`src/rtl/otter_csr_pkg.sv`:
```
`default_nettype none
// ============================================================================
//  Package     : otter_csr_pkg
//  Description : Shared CSR addresses, bit positions and the interrupt
//                controller state encoding for the OTTER machine-mode
//                interrupt/CSR controller.
//  Revision    : 1.0  initial release
// ============================================================================
package otter_csr_pkg;

  // Machine-mode CSR addresses decoded by the controller
  localparam logic [11:0] CSR_MSTATUS = 12'h300;
  localparam logic [11:0] CSR_MIE     = 12'h304;
  localparam logic [11:0] CSR_MTVEC   = 12'h305;
  localparam logic [11:0] CSR_MEPC    = 12'h341;
  localparam logic [11:0] CSR_MCAUSE  = 12'h342;
  localparam logic [11:0] CSR_MIP     = 12'h344;

  // Implemented bit positions inside mstatus / mie / mip
  localparam int unsigned MSTATUS_MIE_BIT  = 3;
  localparam int unsigned MSTATUS_MPIE_BIT = 7;
  localparam int unsigned MEIE_BIT         = 11;

  // Interrupt controller states
  typedef enum logic [1:0] {
    IDLE = 2'd0,
    PEND = 2'd1,
    TRAP = 2'd2
  } int_state_t;

endpackage : otter_csr_pkg
`default_nettype wire

```
`src/rtl/otter_irq_edge.sv`:
```
`default_nettype none
// ============================================================================
//  Module      : otter_irq_edge
//  Description : Rising-edge detector for the external interrupt line, with
//                an optional two-flop synchronizer in front of it.
//                Macro OTTER_IRQ_SYNC_EN: when defined, the line passes
//                through two flops before edge detection.
//  Revision    : 1.0  initial release
// ============================================================================
module otter_irq_edge (
  input  logic CLK,
  input  logic RST,
  input  logic irq_i,
  output logic rise_o
);

  logic irq_s;
  logic prev_q;

`ifdef OTTER_IRQ_SYNC_EN
  logic sync1_q;
  logic sync2_q;

  // Two-stage synchronizer for the asynchronous interrupt line
  always_ff @(posedge CLK) begin
    if (RST) begin
      sync1_q <= 1'b0;
      sync2_q <= 1'b0;
    end else begin
      sync1_q <= irq_i;
      sync2_q <= sync1_q;
    end
  end

  assign irq_s = sync2_q;
`else
  assign irq_s = irq_i;
`endif

  // Previous sample of the (possibly synchronized) line for edge detection
  always_ff @(posedge CLK) begin
    if (RST) prev_q <= 1'b0;
    else     prev_q <= irq_s;
  end

  // A held-high line produces a single rise, never a repeat
  assign rise_o = irq_s & ~prev_q;

endmodule : otter_irq_edge
`default_nettype wire

```
`src/rtl/otter_int_csr_ctrl.sv`:
```
`default_nettype none
// ============================================================================
//  Module      : otter_int_csr_ctrl
//  Description : Machine-mode interrupt and CSR controller for the multicycle
//                OTTER core. Raises INT to the control-unit FSM, captures the
//                trap on intTaken, holds mstatus/mie/mtvec/mepc/mcause and
//                serves combinational CSR reads.
//                Macro OTTER_IRQ_SYNC_EN (in otter_irq_edge) adds a two-flop
//                synchronizer on INT_REQ.
//  Revision    : 1.0  initial release
// ============================================================================
module otter_int_csr_ctrl
  import otter_csr_pkg::*;
#(
  parameter int unsigned      XLEN        = 32,
  parameter logic [XLEN-1:0]  MTVEC_RESET = '0,
  parameter logic [XLEN-1:0]  MCAUSE_EXT  = XLEN'(32'h8000_000B)
) (
  input  logic            CLK,
  input  logic            RST,
  input  logic            INT_REQ,
  input  logic            INT_TAKEN,
  input  logic            CSR_WE,
  input  logic            MRET,
  input  logic [11:0]     CSR_ADDR,
  input  logic [XLEN-1:0] CSR_WD,
  input  logic [XLEN-1:0] PC,
  output logic            INT,
  output logic [XLEN-1:0] CSR_RD,
  output logic [XLEN-1:0] MEPC,
  output logic [XLEN-1:0] MTVEC,
  output logic            MIE_O
);

  int_state_t      state_q,  state_d;
  logic            pending_q, pending_d;
  logic            mie_q,    mie_d;
  logic            mpie_q,   mpie_d;
  logic            meie_q,   meie_d;
  logic [XLEN-1:0] mtvec_q,  mtvec_d;
  logic [XLEN-1:0] mepc_q,   mepc_d;
  logic [XLEN-1:0] mcause_q, mcause_d;

  logic rise;
  logic int_w;
  logic take_w;

  // PC is word aligned; its low bits never reach mepc
  logic [1:0] unused_pc_bits;
  assign unused_pc_bits = PC[1:0];

  otter_irq_edge u_irq_edge (
    .CLK    (CLK),
    .RST    (RST),
    .irq_i  (INT_REQ),
    .rise_o (rise)
  );

  // INT comes only from registers; take_w marks the single trap-entry edge
  assign int_w  = (state_q == PEND) & mie_q & meie_q;
  assign take_w = int_w & INT_TAKEN;

  // Next-state logic: a rise always lands in pending, even on the entry edge
  always_comb begin
    state_d   = state_q;
    pending_d = pending_q | rise;
    case (state_q)
      IDLE: begin
        if (rise) state_d = PEND;
      end
      PEND: begin
        if (take_w) begin
          state_d   = TRAP;
          pending_d = rise;
        end
      end
      TRAP: begin
        if (!INT_TAKEN) state_d = pending_d ? PEND : IDLE;
      end
      default: begin
        state_d   = IDLE;
        pending_d = 1'b0;
      end
    endcase
  end

  // CSR update: trap capture outranks MRET and overlapping CSR writes
  always_comb begin
    mie_d    = mie_q;
    mpie_d   = mpie_q;
    meie_d   = meie_q;
    mtvec_d  = mtvec_q;
    mepc_d   = mepc_q;
    mcause_d = mcause_q;

    if (CSR_WE) begin
      case (CSR_ADDR)
        CSR_MSTATUS: begin
          if (!take_w) begin
            mie_d  = CSR_WD[MSTATUS_MIE_BIT];
            mpie_d = CSR_WD[MSTATUS_MPIE_BIT];
          end
        end
        CSR_MIE:    meie_d  = CSR_WD[MEIE_BIT];
        CSR_MTVEC:  mtvec_d = {CSR_WD[XLEN-1:2], 2'b00};
        CSR_MEPC: begin
          if (!take_w) mepc_d = {CSR_WD[XLEN-1:2], 2'b00};
        end
        CSR_MCAUSE: begin
          if (!take_w) mcause_d = CSR_WD;
        end
        default: ;
      endcase
    end

    // mret restores the interrupt enable; it wins over a same-edge mstatus write
    if (MRET && !take_w) begin
      mie_d  = mpie_q;
      mpie_d = 1'b1;
    end

    if (take_w) begin
      mepc_d   = {PC[XLEN-1:2], 2'b00};
      mcause_d = MCAUSE_EXT;
      mpie_d   = mie_q;
      mie_d    = 1'b0;
    end
  end

  // State and CSR registers; reset discards any trap in progress
  always_ff @(posedge CLK) begin
    if (RST) begin
      state_q   <= IDLE;
      pending_q <= 1'b0;
      mie_q     <= 1'b0;
      mpie_q    <= 1'b0;
      meie_q    <= 1'b0;
      mtvec_q   <= MTVEC_RESET;
      mepc_q    <= '0;
      mcause_q  <= '0;
    end else begin
      state_q   <= state_d;
      pending_q <= pending_d;
      mie_q     <= mie_d;
      mpie_q    <= mpie_d;
      meie_q    <= meie_d;
      mtvec_q   <= mtvec_d;
      mepc_q    <= mepc_d;
      mcause_q  <= mcause_d;
    end
  end

  // Combinational CSR read mux; unmapped addresses read zero
  always_comb begin
    CSR_RD = '0;
    case (CSR_ADDR)
      CSR_MSTATUS: begin
        CSR_RD[MSTATUS_MIE_BIT]  = mie_q;
        CSR_RD[MSTATUS_MPIE_BIT] = mpie_q;
      end
      CSR_MIE:    CSR_RD[MEIE_BIT] = meie_q;
      CSR_MTVEC:  CSR_RD = mtvec_q;
      CSR_MEPC:   CSR_RD = mepc_q;
      CSR_MCAUSE: CSR_RD = mcause_q;
      CSR_MIP:    CSR_RD[MEIE_BIT] = pending_q;
      default:    CSR_RD = '0;
    endcase
  end

  assign INT   = int_w;
  assign MEPC  = mepc_q;
  assign MTVEC = mtvec_q;
  assign MIE_O = mie_q;

endmodule : otter_int_csr_ctrl
`default_nettype wire

```
`config.mk`:
```
export PLATFORM = sky130hd
export DESIGN_NAME = otter_int_csr_ctrl
export DESIGN_NICKNAME = d
export VERILOG_FILES = /design/src/rtl/otter_csr_pkg.sv /design/src/rtl/otter_irq_edge.sv /design/src/rtl/otter_int_csr_ctrl.sv
export SDC_FILE = /design/constraint.sdc
export NUM_CORES = 1
export LEC_CHECK = 0
export CAP_MARGIN = 20
export CELL_PAD_IN_SITES_DETAIL_PLACEMENT = 1
export CELL_PAD_IN_SITES_GLOBAL_PLACEMENT = 1
export CORE_MARGIN = 2
export CORE_UTILIZATION = 34
export CTS_CLUSTER_DIAMETER = 40
export DETAILED_ROUTE_END_ITERATION = 10
export HOLD_SLACK_MARGIN = 0.03
export PLACE_DENSITY = 0.94
export SYNTH_ARGS = -nofsm -noshare
export SYNTH_HDL_FRONTEND = slang
export SYNTH_SLANG_ARGS = --single-unit
```
`constraint.sdc`:
```
create_clock -name CLK -period 7.53 [get_ports CLK]
set_input_delay 1.506 -clock CLK [delete_from_list [all_inputs] [get_ports CLK]]
set_output_delay 1.506 -clock CLK [all_outputs]
set_load 0.05 [all_outputs]
```
==> impl_results.md <==
- Critical path class: input pin to primary output
- Most common cell after layout, fill and taps aside: clkdlybuf4s50_1
- CP max FO: 15
- Seq pwr share: 0.514
- CTS Root Cell: clkbuf_16
- Syn avg cell area: 8.38 sq um
- Fin. Hold Viols: 0
- Maximum number of pins on one net before global-route repair: 71
- R2R Path Start: state_q[1]$_SDFFE_PP0P_
- CP Launch Type: input pin
- Hold_buf cts: 0
- Routed vias/inst: 5.32
- Critical Path Max Stage Delay: 0.82 ns
- RSZ-0062 raised after global routing: false
- Hold worst-path end: MEPC[16]$_SDFFE_PP0P_
- Share of cells above drive strength 1: 0.0388
- Maximum VDD drop: 86.2 uV
- Worst EP required: 6.02 ns
- DP HPWL: 11.7 mm
- Min cycle time layout: 6.39 ns
- Routed Antenna Nets: 0
- Worst EP arrival: 4.89 ns
- Synth Area in Compound Gates: 0.136
- Routed Wire Length: 16.7 mm
- Setup TNS: 0 ns
- Rows: 42
- Final Wtd Congestion: 0.819
- Iteration-0 DRC Markers: 234
- Synth Instances: 542
- Synth Cell Area: 4540 sq um
- Die Width: 120 microns
- Total gr overflow: 0
- Top_reg_cell synth: dfxtp_1
- Max-cap violations: 0
- Hold depth: 2
- Distinct cells, synth: 43
- Psw: 228 uW
- Setup Viol. Count Final: 0
- Reg2reg end: MEPC[27]$_SDFFE_PP0P_
- Clock buffer depth: 2
- Top-Level Pins: 180
- Int Pwr: 798 uW
- Clock transition at the registers of the reported paths: 0.07 ns
- CTS tree: done
- Global Route Usage Sum: 0.236
- Crit path max-delay family: simple AND/OR/NAND/NOR gates
- Die Height: 120 microns
- First-pass GRT wire length: 26.9 mm
- Crit path buf inv count: 3
- Static leakage: 0.00282 uW
- Diodes inserted: 0
- Synthesized flop and latch total: 99
- Nets: 773
- Yosys warning count: 0
- Number of iterations in the first detailed-routing pass: 4
- Slew margin rel.: 0.279
- Initial antenna violation count: 0
- Crit end category: primary output
- Starting Density: 0.346
- Clock power frac: 0.409
- Commonest cells after routing, fill and taps aside: clkdlybuf4s50_1 (172), nand2_1 (120), dfxtp_1 (99)
- Average wire per standard cell: 19.2 microns
- R2r setup slk: 5.46 ns
- XOR/XNOR share of the synthesized area: 0
- Post-synth EDFFs: 0
- Switching share of power: 0.222
- Logic pwr share: 0.077
- Vias: 4631
- Worst slew pin tran: 1.08 ns
- Status: finished clean
- Power per cell area: 155 nW/um^2
- Mux contribution to synthesized area: 0.139
- Fraction of registers with async set/reset: 0
- Post-synthesis sequential area ratio: 0.437
- Clk_lat worst skew: 0.34 ns
- Fin area: 6610 sq um
- Post-CTS Resized: 0
- Area Growth Syn to Fin: 45.7%
- # H-tree levels: 3
- Port buffer count: 173
- Die Footprint: 14300 sq um
- Worst Hold Class: flip-flop to flip-flop
- FMAX: 156 MHz
- Critical path's slowest cell: clkdlybuf4s50_1
- Reg2reg path depth: 5
- Vias in the first global route: 5226
- Worst path cell trace: clkdlybuf4s50_1 -> nor4b_1 -> and3_1 -> buf_4 -> nand2_1 -> nand2_1 -> clkdlybuf4s50_1
- Largest family of logic cells by synthesized area: simple AND/OR/NAND/NOR gates
- CTS buffer count: 9
- Synth Area in Adders: 0
- Setup bufs post-CTS: 0
- Hold_sp: MEPC[16]$_SDFFE_PP0P_
- CTS sink cnt: 99
- Total core area: 13100 sq um
- Final routed DRC violation total: 0
- Simple-Gate Fraction of Synth Area: 0.236
- Final Slew Violations: 0
- Period utilisation layout: 0.849
- Placed Area: 6350 sq um
- Final setup skew: 0.00712 ns
[cell type report]
class	count	area, sq um
repair buffers	182	1790
inverters	3	11.3
clock inverters	3	15.0
well taps	176	220
flip-flops and latches	99	1980
multi-input cells	396	2340
clock buffers	12	246
fillers	1555	6530
[routing by layer]
| layer | share of wire | global-route usage | vias to the layer above |
|---|---|---|---|
| met4 | 0.025 | 0.105 | 0 |
| met5 | 0 | 0 | - |
| li1 | - | - | 2176 |
| met2 | 0.54 | 0.444 | 139 |
| met3 | 0.050 | 0.0480 | 31 |
| met1 | 0.39 | 0.252 | 2285 |
[metrics by stage]
stage,total power [uW],setup WS [ns],cells,util,hold WS (ns)
finish,1030,1.14,871,0.503,0.498
global route,1070,0.931,871,0.503,0.522
CTS,1040,1.16,871,0.503,0.505
detailed placement,617,1.18,856,0.483,0.493
global placement,614,1.37,856,0.483,0.467
floorplan,563,2.48,545,-,0.458
[synth_stat cells, drive strengths merged (3+ instances only)]
cell | number | share of area
a21oi | 9 | 0.0099
a22oi | 28 | 0.046
a311oi | 30 | 0.058
and3 | 3 | 0.0041
buf | 20 | 0.027
clkbuf | 27 | 0.022
dfxtp | 99 | 0.44
inv | 3 | 0.0025
mux2i | 63 | 0.14
nand2 | 121 | 0.10
nand3b | 6 | 0.0099
nor2 | 91 | 0.075
nor3 | 3 | 0.0033
o31ai | 3 | 0.0050
or4b | 3 | 0.0074
[state kept, by name, summed over array words and instances (netlist names)]
name,count
mcause_q,32
MEPC,30
MTVEC,30
state_q,2
MIE_O,1
meie_q,1
mpie_q,1
pending_q,1
u_irq_edge.prev_q,1
[power by group through the flow]
stage          logic, uW  registers [uW]  clock network [uW]
2_1_floorplan       23.2             540                   0
3_3_place_gp        75.8             539                   0
3_5_place_dp        78.5             539                   0
4_1_cts             79.0             527                 433
6_report            79.3             527                 420
5_1_grt             83.9             527                 456
[logic make-up (layout without fill, tap and decap cells)]
family	after synthesis	after routing
simple gates	248	248
flops	99	99
compound gates	81	81
mux	63	63
buf+inv	50	200
other cells	1	4
[tightest hold or removal path: stages (launching register included)]
cell and delay, ns:
dfxtp_1 0.32, nand2_1 0.06, a311oi_1 0.07
[how the worst max path moves through the flow]
stage	startpoint	endpoint	slack, ns	depth (start not counted)
2_1_floorplan	CSR_ADDR[5]	CSR_RD[11]	2.48	3
3_5_place_dp	CSR_ADDR[5]	CSR_RD[28]	1.18	7
4_1_cts	CSR_ADDR[0]	CSR_RD[28]	1.16	7
5_1_grt	CSR_ADDR[5]	CSR_RD[28]	0.93	7
6_report	CSR_ADDR[5]	CSR_RD[28]	1.14	7
3_3_place_gp	CSR_ADDR[0]	CSR_RD[6]	1.37	7
No activity file was read; power rests on OpenSTA's default activity.
==> edit 1: new RTL, same flow settings <==
Encoding of `int_state_t`: now one-hot (3 bits for 3 states).
--- a/src/rtl/otter_csr_pkg.sv
+++ b/src/rtl/otter_csr_pkg.sv
@@ -22,10 +22,10 @@
   localparam int unsigned MEIE_BIT         = 11;
 
   // Interrupt controller states
-  typedef enum logic [1:0] {
-    IDLE = 2'd0,
-    PEND = 2'd1,
-    TRAP = 2'd2
+  typedef enum logic [2:0] {
+    IDLE = 3'b001,
+    PEND = 3'b010,
+    TRAP = 3'b100
   } int_state_t;
 
 endpackage : otter_csr_pkg
Check against the original RTL: same outputs for any inputs over 4 cycles, from zero or initial values and one cycle with RST high; so few cycles prove little.
==> edit 1 against the original RTL <==
Routed wire length rose by 30%. Setup slack got worse by 0.088 ns. Clock skew is 0.00070 ns higher. Sequential cell count up 1. Area after synthesis grew 16%. Via count rose by 23%. Cell area rose by 10%. Critical path depth did not move. Register-to-register slack got worse by 0.60 ns. Sequential share of layout area down 2.6 points. First-iteration DRC count grew 79%. Combinational power grew 85%. Power increased by 11%. Die area is 15% higher. Largest power group unchanged.
==> edit 1: results (changes against the original RTL) <==
metric,value,unit,change
run status,"finished, final reports clean",,
hold crit path type,register to register,,
"Most flops, register",mcause_q,,
count of H-tree levels built during CTS,3,,unchanged
Yosys warning count,0,,unchanged
"Slowest-stage cell, CP",clkdlybuf4s50_1,,
number of DRC markers after the initial detailed-route iteration,418,,+79%
top area cells in the synthesized netlist,"dfxtp_1 38%, a221oi_2 8.6%, a21oi_1 8.5%, o21ai_0 6.5%, a221o_1 5.7%",,
beginning of the worst hold path,mcause_q[17],,
top fanout value on the critical path,18,,+3
post-synthesis async set-or-reset flop share,0,%,unchanged
sequential cell area fraction in the yosys report,38.2,%,-5.5 points
number of nets in the final layout,825,,+6.7%
first-pass GRT wire length,33.3,mm,+24%
number of input and output port buffers inserted,173,,unchanged
synth unique cells,48,,+12%
number of CTS-inserted buffers,9,,unchanged
Post-CTS Resized,0,,unchanged
sum of net half-perimeters after detailed placement,13.7,mm,+18%
list of most frequent post-synthesis cells,"100 x dfxtp_1, 89 x a21oi_1, 68 x o21ai_0",,
postcts setup bufs,0,,unchanged
number of global-route vias before repair,5907,,+13%
number of flip-flops under the largest register name,32,,unchanged
reg-to-reg setup timing slack,4.86,ns,-0.60 ns
clock insertion delay at the later pin of the skew report,0.35,ns,
Pleak,2.48,nW,-12%
period utilization,86.1,%,+1.2 points
most frequently used flop master after synthesis,dfxtp_1,,
Setup Skew,0.00782,ns,+0.000702 ns
initial antenna violation count,0,,unchanged
Worst path max stage delay,0.82,ns,about the same
all-layer global routing usage,26.0,%,+2.4 points
count of antenna diodes in the layout,0,,unchanged
number of vias per cell after detailed routing,6.07,,+14%
Detailed Routing Iterations Pass 1,5,,+1
post-place instance area,7020,um^2,+10%
FF/Latch Area,2000,um^2,+1.0%
worst-case clock buffer depth,2,,unchanged
worst relative slew slack,25.5,%,-2.4 points
Clock Pin Slew Worst Setup and Hold Paths,0.07,ns,about the same
clock tree root driver cell,clkbuf_16,,
largest net degree at the start of global routing,74,,+4.2%
launch point of the worst path,CSR_ADDR[8],,
placer's final routability congestion estimate,0.791,,-3.4%
worst path arrival time,4.97,ns,+0.08 ns
wire length after detailed routing,21.8,mm,+30%
ratio of cells with drive above 1 in the final layout,9.89,%,+6.0 points
number of fill cells in the layout,1734,,+12%
Reg2Reg Launch Point,meie_q,,
Setup WS pre-CTS,1.10,ns,-0.0805 ns
worst supply voltage drop on vdd,0.124,mV,+44%
-- edit 1: cell types whose count changed after synthesis, moves of 36 or more --
| cell | unedited run | this run |
|---|---|---|
| o21ai_0 | 2 | 68 |
| nand3_1 | 0 | 36 |
| nand2_1 | 121 | 5 |
| nor2_1 | 91 | 10 |
| a21oi_1 | 9 | 89 |
| mux2i_1 | 63 | 0 |
-- edit 1: logic make-up after synthesis --
family                    after synthesis  synth area share, %
buffers and inverters                 106                 8.54
and+or+nand+nor                       148                 17.2
AOI/OAI and AO/OA                     263                 35.8
DFF                                   100                 38.2
xor gates and xnor gates                1                0.167
other                                   1               0.0715
-- edit 1: final cells by class --
type / count / share of cell area, %
multi-input combinational: 416 / 39.0
clock inverter: 5 / 0.497
timing repair buffer: 186 / 25.2
clock buffer: 11 / 3.19
inverter: 30 / 1.54
sequential: 100 / 27.4
tap: 188 / 3.22
-- edit 1: final timing paths --
kind,endpoint,cells past startpoint
max,CSR_RD[15],7
min,mcause_q[17],2
max reg2reg,MEPC[9],4
min reg2reg,mcause_q[17],2
-- edit 1: per-stage QoR --
| step | std cells | util (%) | hold slack (ns) |
|---|---|---|---|
| 6_report | 936 | 48.2 | 0.479 |
| 5_1_grt | 936 | 48.2 | 0.502 |
| 4_1_cts | 935 | 48.1 | 0.481 |
| 3_5_place_dp | 919 | 46.3 | 0.471 |
| 3_3_place_gp | 919 | 46.3 | 0.464 |
| 2_1_floorplan | 622 | - | 0.454 |
-- edit 1: routing by layer --
layer  global-route usage [%]  vias to the layer above  share of wire, %
met5                        0                        -                 0
met4                     8.47                        0               1.8
met3                     5.38                       35               6.3
met2                     44.3                      255                49
met1                     32.6                     2815                43
li1                         -                     2576                 -
-- edit 1: critical path, delay by kind of cell --
kind,cells,cell delay (ns)
buffers and inverters,3,1.68
AOI/OAI and AO/OA,1,0.23
and+or+nand+nor,3,1.54
-- edit 1: report_power, final --
part	switching [mW]	internal [mW]
sequential	0.0135	0.537
clock	0.220	0.226
combinational	0.0790	0.0675
==> edit 2: new RTL, same settings <==
Made on the original files. The option `OTTER_IRQ_SYNC_EN` is turned on by a define.
--- a/src/rtl/otter_irq_edge.sv
+++ b/src/rtl/otter_irq_edge.sv
@@ -7,6 +7,8 @@
 //                through two flops before edge detection.
 //  Revision    : 1.0  initial release
 // ============================================================================
+`define OTTER_IRQ_SYNC_EN
+
 module otter_irq_edge (
   input  logic CLK,
   input  logic RST,
Formal check against the unedited RTL: not equivalent (a bounded check fails within 4 cycles, from zero or initial values and one cycle with RST high).
==> edit 2 against the original RTL <==
Area after synthesis increased by 3.7%. Power increased by 7.2%. Register-to-register slack got worse by 0.27 ns. Combinational power increased by 15%. Setup slack improved by 0.29 ns. Routed wire length increased by 13%. Non-clock buffer count increased by 4. Sequential share of layout area decreased by 0.35 points. Sequential cell count increased by 2. Count of clock-buffer cells in the layout unchanged. Cell area increased by 3.2%.
==> edit 2: results (changes against the original RTL) <==
metric,value,unit,change
run status,"finished, final reports clean",,
Min-Delay Endpoint,u_irq_edge.irq_s,,
portion of total power attributed to sequential cells,48.8,%,-2.6 points
worst supply voltage drop on vdd,0.0891,mV,+3.4%
met1 routing resource usage after global routing,27.2,%,+1.9 points
total power divided by cell area,161,nW/um^2,+3.9%
first-pass GRT wire length,29.0,mm,+7.8%
Pleak,2.40,nW,-15%
Sw Ratio,23.1,%,+0.88 points
placer's final routability congestion estimate,0.789,,-3.7%
fraction of the mapped netlist area in compound gates,18.2,%,+4.6 points
Detailed Routing Iterations Pass 1,5,,+1
R2R Path End,MIE_O,,
number of DRC markers after the initial detailed-route iteration,351,,+50%
Setup Skew,0.00626,ns,-0.000852 ns
slew at the pin closest to its max-slew limit,0.888,ns,-0.193 ns
sum of net half-perimeters after detailed placement,12.5,mm,+6.7%
grt met3 use,4.21,%,-0.59 points
top area cells in the synthesized netlist,"dfxtp_1 43%, nand2_1 9.5%, mux2i_1 7.0%, a311oi_1 5.8%, nor2_1 5.3%",,
number of global-route vias before repair,5665,,+8.4%
synth unique cells,38,,-12%
kind of cell with the highest combined delay on the critical path,buffers and inverters,,
WHS Path Cells,1,,-1
ratio of cells with drive above 1 in the final layout,5.17,%,+1.3 points
sequential cell area fraction in the yosys report,42.9,%,-0.73 points
met2 track demand over resource,46.4,%,+2.0 points
worst path arrival time,4.60,ns,-0.29 ns
number of nets in the final layout,812,,+5.0%
average wire per standard cell,20.6,um,+7.2%
Worst path max stage delay,0.86,ns,+0.04 ns
share of total power in combinational logic,8.3,%,+0.6 points
largest net degree at the start of global routing,74,,+4.2%
share of cell area taken by muxes after synthesis,7.01,%,-6.9 points
beginning of the worst hold path,u_irq_edge.sync1_q,,
[edit 2: worst max-delay path by stage]
stage                startpoint    endpoint  slack [ns]  cells after the start
global placement    CSR_ADDR[5]  CSR_RD[30]        1.44                      6
CTS                 CSR_ADDR[5]  CSR_RD[24]        1.25                      6
floorplan           CSR_ADDR[5]  CSR_RD[11]        2.17                      5
finish              CSR_ADDR[1]  CSR_RD[24]        1.42                      6
detailed placement  CSR_ADDR[5]  CSR_RD[24]        1.24                      6
global route        CSR_ADDR[1]  CSR_RD[12]        1.29                      6
[edit 2: cell type report]
cell class | instances | share of cell area [%]
multi-input cells | 429 | 35.8
flip-flops and latches | 101 | 29.6
repair buffers | 186 | 26.8
clock buffers | 12 | 3.61
well taps | 180 | 3.30
clock inverters | 4 | 0.697
inverters | 3 | 0.165
[edit 2: per-layer routing]
layer / routed length [um] / vias to the layer above
met4: 401 / 0
met2: 9840 / 209
met1: 7420 / 2549
li1: - / 2373
met3: 1170 / 28
met5: 0 / -
[edit 2: kinds of logic (layout without fill, tap and decap cells)]
family / after synthesis / in the layout
buffers and inverters: 63 / 205
other: 1 / 4
and+or+nand+nor: 264 / 264
muxes: 33 / 33
AOI/OAI and AO/OA: 128 / 128
DFF: 101 / 101
[edit 2: stage by stage]
step / cell area (um^2) / hold WS, ns / power, mW / std cells / setup slack [ns]
2_1_floorplan: 4720 / 0.414 / 0.580 / 593 / 2.17
3_3_place_gp: 6520 / 0.421 / 0.637 / 898 / 1.44
3_5_place_dp: 6520 / 0.446 / 0.639 / 898 / 1.24
4_1_cts: 6810 / 0.457 / 1.11 / 914 / 1.25
5_1_grt: 6830 / 0.460 / 1.13 / 915 / 1.29
6_report: 6830 / 0.452 / 1.10 / 915 / 1.42
